### src/rtl/mc_control_fsm_if.sv
// Control bundle between the multicycle control FSM and the datapath.
// The master side is the control unit; the slave side is the datapath.
interface mc_control_fsm_if;
  logic [5:0] opcode;
  logic [5:0] funct;
  logic       alu_zero;
  logic       mem_ready;
  logic       pc_we;
  logic       ir_we;
  logic       mem_rd;
  logic       mem_wr;
  logic       iord;
  logic [1:0] ext_mode;
  logic       alu_src_a;
  logic [1:0] alu_src_b;
  logic [2:0] alu_op;
  logic [1:0] pc_src;
  logic       reg_we;
  logic       reg_dst;
  logic       mem_to_reg;
  logic       trap;
  logic [3:0] state;

  modport master (
    input  opcode, funct, alu_zero, mem_ready,
    output pc_we, ir_we, mem_rd, mem_wr, iord, ext_mode, alu_src_a, alu_src_b,
           alu_op, pc_src, reg_we, reg_dst, mem_to_reg, trap, state
  );

  modport slave (
    output opcode, funct, alu_zero, mem_ready,
    input  pc_we, ir_we, mem_rd, mem_wr, iord, ext_mode, alu_src_a, alu_src_b,
           alu_op, pc_src, reg_we, reg_dst, mem_to_reg, trap, state
  );
endinterface

### src/rtl/mc_control_fsm.sv
// Multicycle MIPS control unit: sequences one instruction at a time and drives
// every datapath select, with a bounded wait on the memory ready handshake.
module mc_control_fsm #(
  parameter int unsigned MEM_TIMEOUT = 255
) (
  input  logic               i_clk,
  input  logic               i_rst_n,
  mc_control_fsm_if.master   ctl
);

  typedef enum logic [3:0] {
    S_IDLE   = 4'd0,
    S_FETCH  = 4'd1,
    S_DECODE = 4'd2,
    S_MEMADR = 4'd3,
    S_MEMRD  = 4'd4,
    S_MEMWB  = 4'd5,
    S_MEMWR  = 4'd6,
    S_REX    = 4'd7,
    S_RWB    = 4'd8,
    S_BRANCH = 4'd9,
    S_IEX    = 4'd10,
    S_IWB    = 4'd11,
    S_JUMP   = 4'd12,
    S_TRAP   = 4'd13
  } state_t;

  localparam logic [5:0] OP_RTYPE = 6'b000000;
  localparam logic [5:0] OP_J     = 6'b000010;
  localparam logic [5:0] OP_BEQ   = 6'b000100;
  localparam logic [5:0] OP_BNE   = 6'b000101;
  localparam logic [5:0] OP_ADDI  = 6'b001000;
  localparam logic [5:0] OP_SLTI  = 6'b001010;
  localparam logic [5:0] OP_ANDI  = 6'b001100;
  localparam logic [5:0] OP_ORI   = 6'b001101;
  localparam logic [5:0] OP_LUI   = 6'b001111;
  localparam logic [5:0] OP_LW    = 6'b100011;
  localparam logic [5:0] OP_SW    = 6'b101011;

  localparam logic [7:0] TIMEOUT_LAST = 8'(MEM_TIMEOUT - 1);

  state_t     r_state;
  state_t     w_next;
  logic [7:0] r_wait_cnt;
  logic       w_mem_state;
  logic       w_waiting;
  logic       w_timeout;

  logic       w_pc_we;
  logic       w_ir_we;
  logic       w_mem_rd;
  logic       w_mem_wr;
  logic       w_iord;
  logic [1:0] w_ext_mode;
  logic       w_alu_src_a;
  logic [1:0] w_alu_src_b;
  logic [2:0] w_alu_op;
  logic [1:0] w_pc_src;
  logic       w_reg_we;
  logic       w_reg_dst;
  logic       w_mem_to_reg;
  logic       w_trap;

  assign w_mem_state = (r_state == S_FETCH) || (r_state == S_MEMRD) || (r_state == S_MEMWR);
  assign w_waiting   = w_mem_state && !ctl.mem_ready;
  // The last allowed wait cycle is the one where the count equals MEM_TIMEOUT-1.
  assign w_timeout   = w_waiting && (r_wait_cnt == TIMEOUT_LAST);

  always_ff @(posedge i_clk or negedge i_rst_n) begin
    if (!i_rst_n) begin
      r_state <= S_IDLE;
    end else begin
      r_state <= w_next;
    end
  end

  // Any cycle that is not an ongoing wait leaves the count at zero for the next wait state.
  always_ff @(posedge i_clk or negedge i_rst_n) begin
    if (!i_rst_n) begin
      r_wait_cnt <= 8'd0;
    end else if (w_waiting && !w_timeout) begin
      r_wait_cnt <= r_wait_cnt + 8'd1;
    end else begin
      r_wait_cnt <= 8'd0;
    end
  end

  always_comb begin
    w_next       = r_state;
    w_pc_we      = 1'b0;
    w_ir_we      = 1'b0;
    w_mem_rd     = 1'b0;
    w_mem_wr     = 1'b0;
    w_iord       = 1'b0;
    w_ext_mode   = 2'b00;
    w_alu_src_a  = 1'b0;
    w_alu_src_b  = 2'b00;
    w_alu_op     = 3'b000;
    w_pc_src     = 2'b00;
    w_reg_we     = 1'b0;
    w_reg_dst    = 1'b0;
    w_mem_to_reg = 1'b0;
    w_trap       = 1'b0;

    case (r_state)
      S_IDLE: begin
        w_next = S_FETCH;
      end
      S_FETCH: begin
        w_mem_rd    = 1'b1;
        w_alu_src_b = 2'b01;
        if (ctl.mem_ready) begin
          w_ir_we = 1'b1;
          w_pc_we = 1'b1;
          w_next  = S_DECODE;
        end else if (w_timeout) begin
          w_next = S_TRAP;
        end else begin
          w_next = S_FETCH;
        end
      end
      S_DECODE: begin
        w_alu_src_b = 2'b11;
        case (ctl.opcode)
          OP_LW, OP_SW:                               w_next = S_MEMADR;
          OP_RTYPE:                                   w_next = S_REX;
          OP_BEQ, OP_BNE:                             w_next = S_BRANCH;
          OP_ADDI, OP_SLTI, OP_ANDI, OP_ORI, OP_LUI:  w_next = S_IEX;
          OP_J:                                       w_next = S_JUMP;
          default:                                    w_next = S_TRAP;
        endcase
      end
      S_MEMADR: begin
        w_alu_src_a = 1'b1;
        w_alu_src_b = 2'b10;
        if (ctl.opcode == OP_LW) begin
          w_next = S_MEMRD;
        end else begin
          w_next = S_MEMWR;
        end
      end
      S_MEMRD: begin
        w_mem_rd = 1'b1;
        w_iord   = 1'b1;
        if (ctl.mem_ready) begin
          w_next = S_MEMWB;
        end else if (w_timeout) begin
          w_next = S_TRAP;
        end else begin
          w_next = S_MEMRD;
        end
      end
      S_MEMWB: begin
        w_reg_we     = 1'b1;
        w_mem_to_reg = 1'b1;
        w_next       = S_FETCH;
      end
      S_MEMWR: begin
        w_mem_wr = 1'b1;
        w_iord   = 1'b1;
        if (ctl.mem_ready) begin
          w_next = S_FETCH;
        end else if (w_timeout) begin
          w_next = S_TRAP;
        end else begin
          w_next = S_MEMWR;
        end
      end
      S_REX: begin
        w_alu_src_a = 1'b1;
        w_alu_op    = 3'b010;
        w_next      = S_RWB;
      end
      S_RWB: begin
        w_reg_we  = 1'b1;
        w_reg_dst = 1'b1;
        w_next    = S_FETCH;
      end
      S_BRANCH: begin
        w_alu_src_a = 1'b1;
        w_alu_op    = 3'b001;
        w_pc_src    = 2'b01;
        case (ctl.opcode)
          OP_BEQ:  w_pc_we = ctl.alu_zero;
          OP_BNE:  w_pc_we = !ctl.alu_zero;
          default: w_pc_we = 1'b0;
        endcase
        w_next = S_FETCH;
      end
      S_IEX, S_IWB: begin
        w_alu_src_a = 1'b1;
        w_alu_src_b = 2'b10;
        case (ctl.opcode)
          OP_ADDI: begin w_ext_mode = 2'b00; w_alu_op = 3'b000; end
          OP_SLTI: begin w_ext_mode = 2'b00; w_alu_op = 3'b101; end
          OP_ANDI: begin w_ext_mode = 2'b01; w_alu_op = 3'b011; end
          OP_ORI:  begin w_ext_mode = 2'b01; w_alu_op = 3'b100; end
          OP_LUI:  begin w_ext_mode = 2'b10; w_alu_op = 3'b110; end
          default: begin w_ext_mode = 2'b00; w_alu_op = 3'b000; end
        endcase
        if (r_state == S_IWB) begin
          w_reg_we = 1'b1;
          w_next   = S_FETCH;
        end else begin
          w_next = S_IWB;
        end
      end
      S_JUMP: begin
        w_pc_src = 2'b10;
        w_pc_we  = 1'b1;
        w_next   = S_FETCH;
      end
      S_TRAP: begin
        w_trap = 1'b1;
        w_next = S_TRAP;
      end
      default: begin
        w_next = S_IDLE;
      end
    endcase
  end

  assign ctl.pc_we      = w_pc_we;
  assign ctl.ir_we      = w_ir_we;
  assign ctl.mem_rd     = w_mem_rd;
  assign ctl.mem_wr     = w_mem_wr;
  assign ctl.iord       = w_iord;
  assign ctl.ext_mode   = w_ext_mode;
  assign ctl.alu_src_a  = w_alu_src_a;
  assign ctl.alu_src_b  = w_alu_src_b;
  assign ctl.alu_op     = w_alu_op;
  assign ctl.pc_src     = w_pc_src;
  assign ctl.reg_we     = w_reg_we;
  assign ctl.reg_dst    = w_reg_dst;
  assign ctl.mem_to_reg = w_mem_to_reg;
  assign ctl.trap       = w_trap;
  assign ctl.state      = r_state;

endmodule

### src/flat_wrapper.sv
// flat-port wrapper written by rule: the top's interface ports become plain ports
module mc_control_fsm_flat 
#(
  parameter int unsigned MEM_TIMEOUT = 255
)
  (i_clk, i_rst_n, ctl_opcode, ctl_funct, ctl_alu_zero, ctl_mem_ready, ctl_pc_we, ctl_ir_we, ctl_mem_rd, ctl_mem_wr, ctl_iord, ctl_ext_mode, ctl_alu_src_a, ctl_alu_src_b, ctl_alu_op, ctl_pc_src, ctl_reg_we, ctl_reg_dst, ctl_mem_to_reg, ctl_trap, ctl_state);
  mc_control_fsm_if ctl_i ();
  input  logic i_clk;
  input  logic i_rst_n;
  input wire logic [$bits(ctl_i.opcode)-1:0] ctl_opcode;
  input wire logic [$bits(ctl_i.funct)-1:0] ctl_funct;
  input wire logic [$bits(ctl_i.alu_zero)-1:0] ctl_alu_zero;
  input wire logic [$bits(ctl_i.mem_ready)-1:0] ctl_mem_ready;
  output wire logic [$bits(ctl_i.pc_we)-1:0] ctl_pc_we;
  output wire logic [$bits(ctl_i.ir_we)-1:0] ctl_ir_we;
  output wire logic [$bits(ctl_i.mem_rd)-1:0] ctl_mem_rd;
  output wire logic [$bits(ctl_i.mem_wr)-1:0] ctl_mem_wr;
  output wire logic [$bits(ctl_i.iord)-1:0] ctl_iord;
  output wire logic [$bits(ctl_i.ext_mode)-1:0] ctl_ext_mode;
  output wire logic [$bits(ctl_i.alu_src_a)-1:0] ctl_alu_src_a;
  output wire logic [$bits(ctl_i.alu_src_b)-1:0] ctl_alu_src_b;
  output wire logic [$bits(ctl_i.alu_op)-1:0] ctl_alu_op;
  output wire logic [$bits(ctl_i.pc_src)-1:0] ctl_pc_src;
  output wire logic [$bits(ctl_i.reg_we)-1:0] ctl_reg_we;
  output wire logic [$bits(ctl_i.reg_dst)-1:0] ctl_reg_dst;
  output wire logic [$bits(ctl_i.mem_to_reg)-1:0] ctl_mem_to_reg;
  output wire logic [$bits(ctl_i.trap)-1:0] ctl_trap;
  output wire logic [$bits(ctl_i.state)-1:0] ctl_state;
  assign ctl_i.opcode = ctl_opcode;
  assign ctl_i.funct = ctl_funct;
  assign ctl_i.alu_zero = ctl_alu_zero;
  assign ctl_i.mem_ready = ctl_mem_ready;
  assign ctl_pc_we = ctl_i.pc_we;
  assign ctl_ir_we = ctl_i.ir_we;
  assign ctl_mem_rd = ctl_i.mem_rd;
  assign ctl_mem_wr = ctl_i.mem_wr;
  assign ctl_iord = ctl_i.iord;
  assign ctl_ext_mode = ctl_i.ext_mode;
  assign ctl_alu_src_a = ctl_i.alu_src_a;
  assign ctl_alu_src_b = ctl_i.alu_src_b;
  assign ctl_alu_op = ctl_i.alu_op;
  assign ctl_pc_src = ctl_i.pc_src;
  assign ctl_reg_we = ctl_i.reg_we;
  assign ctl_reg_dst = ctl_i.reg_dst;
  assign ctl_mem_to_reg = ctl_i.mem_to_reg;
  assign ctl_trap = ctl_i.trap;
  assign ctl_state = ctl_i.state;
  mc_control_fsm #(.MEM_TIMEOUT(MEM_TIMEOUT)) u_core (.i_clk(i_clk), .i_rst_n(i_rst_n), .ctl(ctl_i));
endmodule
### config.mk
export PLATFORM = sky130hd
export DESIGN_NAME = mc_control_fsm_flat
export DESIGN_NICKNAME = d
export VERILOG_FILES = /design/src/rtl/mc_control_fsm_if.sv /design/src/rtl/mc_control_fsm.sv /design/src/flat_wrapper.sv
export SDC_FILE = /design/constraint.sdc
export NUM_CORES = 1
export LEC_CHECK = 0
export BUFFER_PORTS_ARGS = -buffer_cell sky130_fd_sc_hd__clkbuf_2
export CORE_MARGIN = 3
export CORE_UTILIZATION = 53
export DETAILED_ROUTE_END_ITERATION = 12
export GPL_ROUTABILITY_DRIVEN = 0
export PLACE_DENSITY = 0.95
export SETUP_SLACK_MARGIN = 0.3
export SYNTH_ARGS = -nofsm -noshare
export SYNTH_HDL_FRONTEND = slang
export SYNTH_SLANG_ARGS = --single-unit
### constraint.sdc
create_clock -name i_clk -period 2.3 [get_ports i_clk]
set_input_delay 0.115 -clock i_clk [delete_from_list [all_inputs] [get_ports i_clk]]
set_output_delay 0.115 -clock i_clk [all_outputs]
set_load 0.01 [all_outputs]
Yosys cells after proc, flatten, opt, wreduce, memory -nomap -nowiden:

Cells that the tools add are included.

* register bits after elaboration: 12
* output and inout port bits: 23

* mux-type cells: 30
* reduce and logical (&&, ||, !) cells: 21
* eq/ne operators: 24
* $add $sub $neg: 1

Operators by type and width (count)
* case mux 4 bit (9 select lines): 1
* equality test 6 x 4 -> 1 bit, second input constant: 5
* 2-to-1 mux 4 bit: 7
* equality test 4 bit, second input constant: 6
* case mux 4 bit (5 select lines): 1
* equality test 4 x 3 -> 1 bit, second input constant: 4
* OR reduction 5 bit: 3
* OR reduction 2 bit: 7
* equality test 6 x 3 -> 1 bit, second input constant: 2
* equality test 6 bit, second input constant: 2
* case mux 3 bit (4 select lines): 1
* 2-to-1 mux 1 bit: 10
* case mux 3 bit (3 select lines): 1
* adder 8 x 1 -> 8 bit, second input constant: 1
* equality test 4 x 2 -> 1 bit, second input constant: 2
* equality test 8 bit, second input constant: 1
* 2-to-1 mux 8 bit: 1
* case mux 2 bit (2 select lines): 2
* equality test 6 x 2 -> 1 bit, second input constant: 1
* zero test 6 bit: 1
* case mux 2 bit (3 select lines): 1
* equality test 4 x 1 -> 1 bit, second input constant: 1
* zero test 4 bit: 1
* 2-to-1 mux 2 bit: 2
* 6 further kinds: 12

Depth between registers and ports, before layout:

* word-level depth: 8
* gate-level depth with buffers: 6
* depth with buffers taken out: 5

Least setup slack after synthesis:

Ideal clock, no wire load.

* path type: register to output
* from: register u_core.r_state[1] (netlist: u_core.ctl.state[1])
* to: output port ctl_alu_op[0]
* path buffers: 1
* stages on the path, launching flop included: 5
* setup slack: 0.494 ns
* arrival: 1.691 ns
* required time: 2.185 ns
* path through: dfrtp_1 buf_2 nand2_1 or4_4 o311ai_0

* longest elaborated chain between the ends: 3
* elaborated cells on any way between the ends: 6
* those cells by class: eq/ne (4); mux (1); reduce/logical (1)

Ends and longest elaborated chain
* start, declared: RTL line mc_control_fsm.sv:42 `state_t r_state;`
* start signal, assigned: RTL line mc_control_fsm.sv:73 `r_state <= w_next;`
* equality test 4 bit: RTL line mc_control_fsm.sv:105 `case (r_state)`
* OR reduction 2 bit: RTL line mc_control_fsm.sv:105
* case mux 3 bit (3 select lines) *: RTL line mc_control_fsm.sv:105
* end, declared: RTL line flat_wrapper.sv:22 `output wire logic [$bits(ctl_i.alu_op)-1:0] ctl_alu_op;`

Every way passes the cells marked *; elsewhere a longest branch is shown, timed or not.

Final worst setup path:

* from: register u_core.r_state[1] (netlist: u_core.ctl.state[1])
* to: output port ctl_alu_op[2]

Same word-level chain as after synthesis.

==> impl_metrics.py <==
metrics = {
    "worst_setup_path": {
        "cp_max_fo": 12,
        "crit_family": "simple AND/OR/NAND/NOR gates",
        "worstSetupPathType": "flop to primary output",
        "crit_buf_inv": 1,
        "arrival_ns": 1.80,
        "cp.required_ns": 2.18,
        "end_kind": "primary output",
        "cp-start-kind": "flop",
        "crit_path_top_delay_cell": "dfrtp_2",
        "path_cells": "nand2_1 -> or4_4 -> o21ai_0 -> clkbuf_2",
        "crit_path_max_incr_delay_ns": 0.49,
    },
    "cts": {
        "insertion_delay_ns": 0.26,
        "clk_path_buf_depth": 2,
        "cts_tree": "done",
        "cts_sinks": 12,
        "htree_num_levels": 1,
        "cts_root_buffer": "clkbuf_4",
        "cts_made_buffers": 3,
        "clkTransAtPathRegs_ns": 0.07,
    },
    "timing": {
        "slew_headroom_pct": 77.4,
        "layout_min_cycle_time_ns": 1.91,
        "hold_violations": 0,
        "fmax_ghz": 0.523,
        "period_share_pct": 83.1,
        "setup_viol": 0,
        "clock-skew-final_ns": 0.00190,
        "tns_ns": 0,
        "maxSlewViolCount": 0,
        "rsz0062_at_grt": "true",
        "tightest_slew_ns": 0.337,
        "fin_ws_ns": 0.389,
    },
    "cells_and_area": {
        "fin_area_sq_um": 1320,
        "n_fill_cell": 149,
        "syn2layout_area_growth_pct": 18.9,
        "drive_gt1_share_pct": 28.2,
        "diodes": 0,
        "fin_nets": 196,
    },
    "global_routing": {
        "antenna_found_initial": 0,
        "grt_remaining_overflow": 0,
        "grt_max_degree": 20,
        "grt_first_pass_wirelength_mm": 4.81,
        "track_usage_pct": 23.1,
        "grt_pass1_vias": 1111,
    },
    "route": {
        "wl_per_cell_um": 14.0,
        "dr.pass1.iters": 4,
        "drc": 0,
        "drt-initial-drc-count": 24,
        "routed_wl_mm": 2.83,
        "vias_per_cell": 5.92,
        "postRouteAntennaNets": 0,
        "vias": 1196,
    },
    "floorplanning": {
        "start_util_pct": 59.9,
        "die_area_sq_um": 2680,
        "pin_count": 39,
        "std_cell_rows": 15,
        "die_h_um": 51.8,
        "core_area_sq_um": 1860,
        "die_w_um": 51.8,
    },
    "power": {
        "ir_drop_mv": 0.862,
        "p_leak_nw": 0.614,
        "total_power_w": 0.00130,
        "power_density_nw_per_um2": 982,
    },
    "min_path": {
        "hold_class": "input pin to async pin",
    },
    "yosys": {
        "synth_seq_cells": 12,
        "syn_area_per_cell_sq_um": 7.47,
        "synth_fp_nets": 167,
        "postSynthCellCount": 149,
        "syn_area_sq_um": 1110,
        "async_flop_share_pct": 100,
        "synth_most_common_cell": "nor2_1",
        "yosys_most_used_dff": "dfrtp_1",
        "synth.distinct_cells": 40,
        "ys_top_cells_by_area": "dfrtp_1 (27%), nor2_1 (6.4%), xor2_1 (4.7%)",
        "yosysWarnings": 0,
        "synth_top_area_share_pct": 27.0,
        "synth_edf_count": 0,
        "synthTopCellsByCount": "nor2_1 (19), nand2_1 (13), dfrtp_1 (12), nor3_1 (9)",
        "yosysTopAreaCell": "dfrtp_1",
        "yosysSeqAreaShare_pct": 27.0,
    },
    "placement": {
        "pre_cts_slack_ns": 0.449,
        "io_buffer_count": 32,
        "hpwl_mm": 2.13,
        "place_area_sq_um": 1260,
    },
    "flow_run": {
        "cap_viol_max_count": 0,
    },
    "status": {
        "outcome": "complete, no violations",
    },
}
## cells in the final DEF (no fill, tap or decap), types with 4 or more instances in the layout
master	instances
buf_4	5
clkbuf_2	31
dfrtp_1	11
inv_1	7
nand2_1	13
nand2b_1	8
nand3_1	6
nor2_1	18
nor2b_1	4
nor3_1	9
o21ai_0	8
xnor2_1	4
xor2_1	6
## metal layers
metal | up-vias | wire [um] | track usage, %
met5 | - | 0 | 0
met4 | 0 | 42 | 4.80
met3 | 4 | 159 | 3.15
met2 | 45 | 1460 | 43.9
met1 | 565 | 1170 | 27.4
li1 | 582 | - | -
## layout make-up
| type | count | area (sq um) | area share (%) |
|---|---|---|---|
| clock buffer | 4 | 36.3 | 2.74 |
| sequential | 12 | 302 | 22.8 |
| inverter | 7 | 26.3 | 1.99 |
| timing repair buffer | 38 | 208 | 15.7 |
| multi-input combinational | 116 | 719 | 54.4 |
| tap | 25 | 31.3 | 2.37 |
## where the power goes
group	total [W]	switching (W)	internal, W	leakage (nW)
clock	0.000157	0.0000613	0.0000960	0.0210
combinational	0.000831	0.000493	0.000338	0.433
sequential	0.000309	0.0000528	0.000257	0.160
## repair_timing
item	in CTS	in global routing
hold buffers	1	0
endpoints found under the setup margin	2	4
gates resized for setup	2	3
setup buffers	0	1
pin swaps	0	2
hold endpoints to repair	12	0
## registers in the layout, summed over array words and instances, names as in the netlist
name and count:
u_core.ctl.state 4, u_core.r_wait_cnt 8
## worst reg2reg max path, stage by stage, from the launching register on
cell and delay [ns]:
dfrtp_1 0.39, buf_4 0.18, or3b_1 0.35, a211oi_1 0.35, nand2b_1 0.25, nor2_1 0.16
## cells by family after synthesis
kind of cell,synth area share (%)
buf+inv,8.77
mux,0.900
simple gates,35.0
flops,27.0
compound gates,18.2
xor+xnor,7.87
fa+ha+maj,2.25
## worst paths after layout
path | from | endpoint | slack, ns | cells past startpoint
setup / recovery | u_core.ctl.state[1] | ctl_alu_op[2] | 0.39 | 4
hold / removal | i_rst_n | u_core.r_wait_cnt[3] | 0.31 | 2
setup reg to reg | u_core.ctl.state[2] | u_core.r_wait_cnt[5] | 0.55 | 5
hold reg to reg | u_core.r_wait_cnt[0] | u_core.r_wait_cnt[0] | 0.52 | 1
max in group asynchronous | i_rst_n | u_core.ctl.state[1] | 1.74 | 2
min in group i_clk | ctl_mem_ready | u_core.ctl.state[0] | 0.31 | 3
## per-stage QoR
step | util (%) | hold slack, ns | instances
floorplan | - | -0.181 | 149
global placement | 67.9 | 0.00216 | 196
detailed placement | 67.9 | 0.00573 | 196
CTS | 70.5 | 0.264 | 201
global route | 71.2 | 0.321 | 202
finish | 71.2 | 0.306 | 202
(Power assumes the default switching activity.)
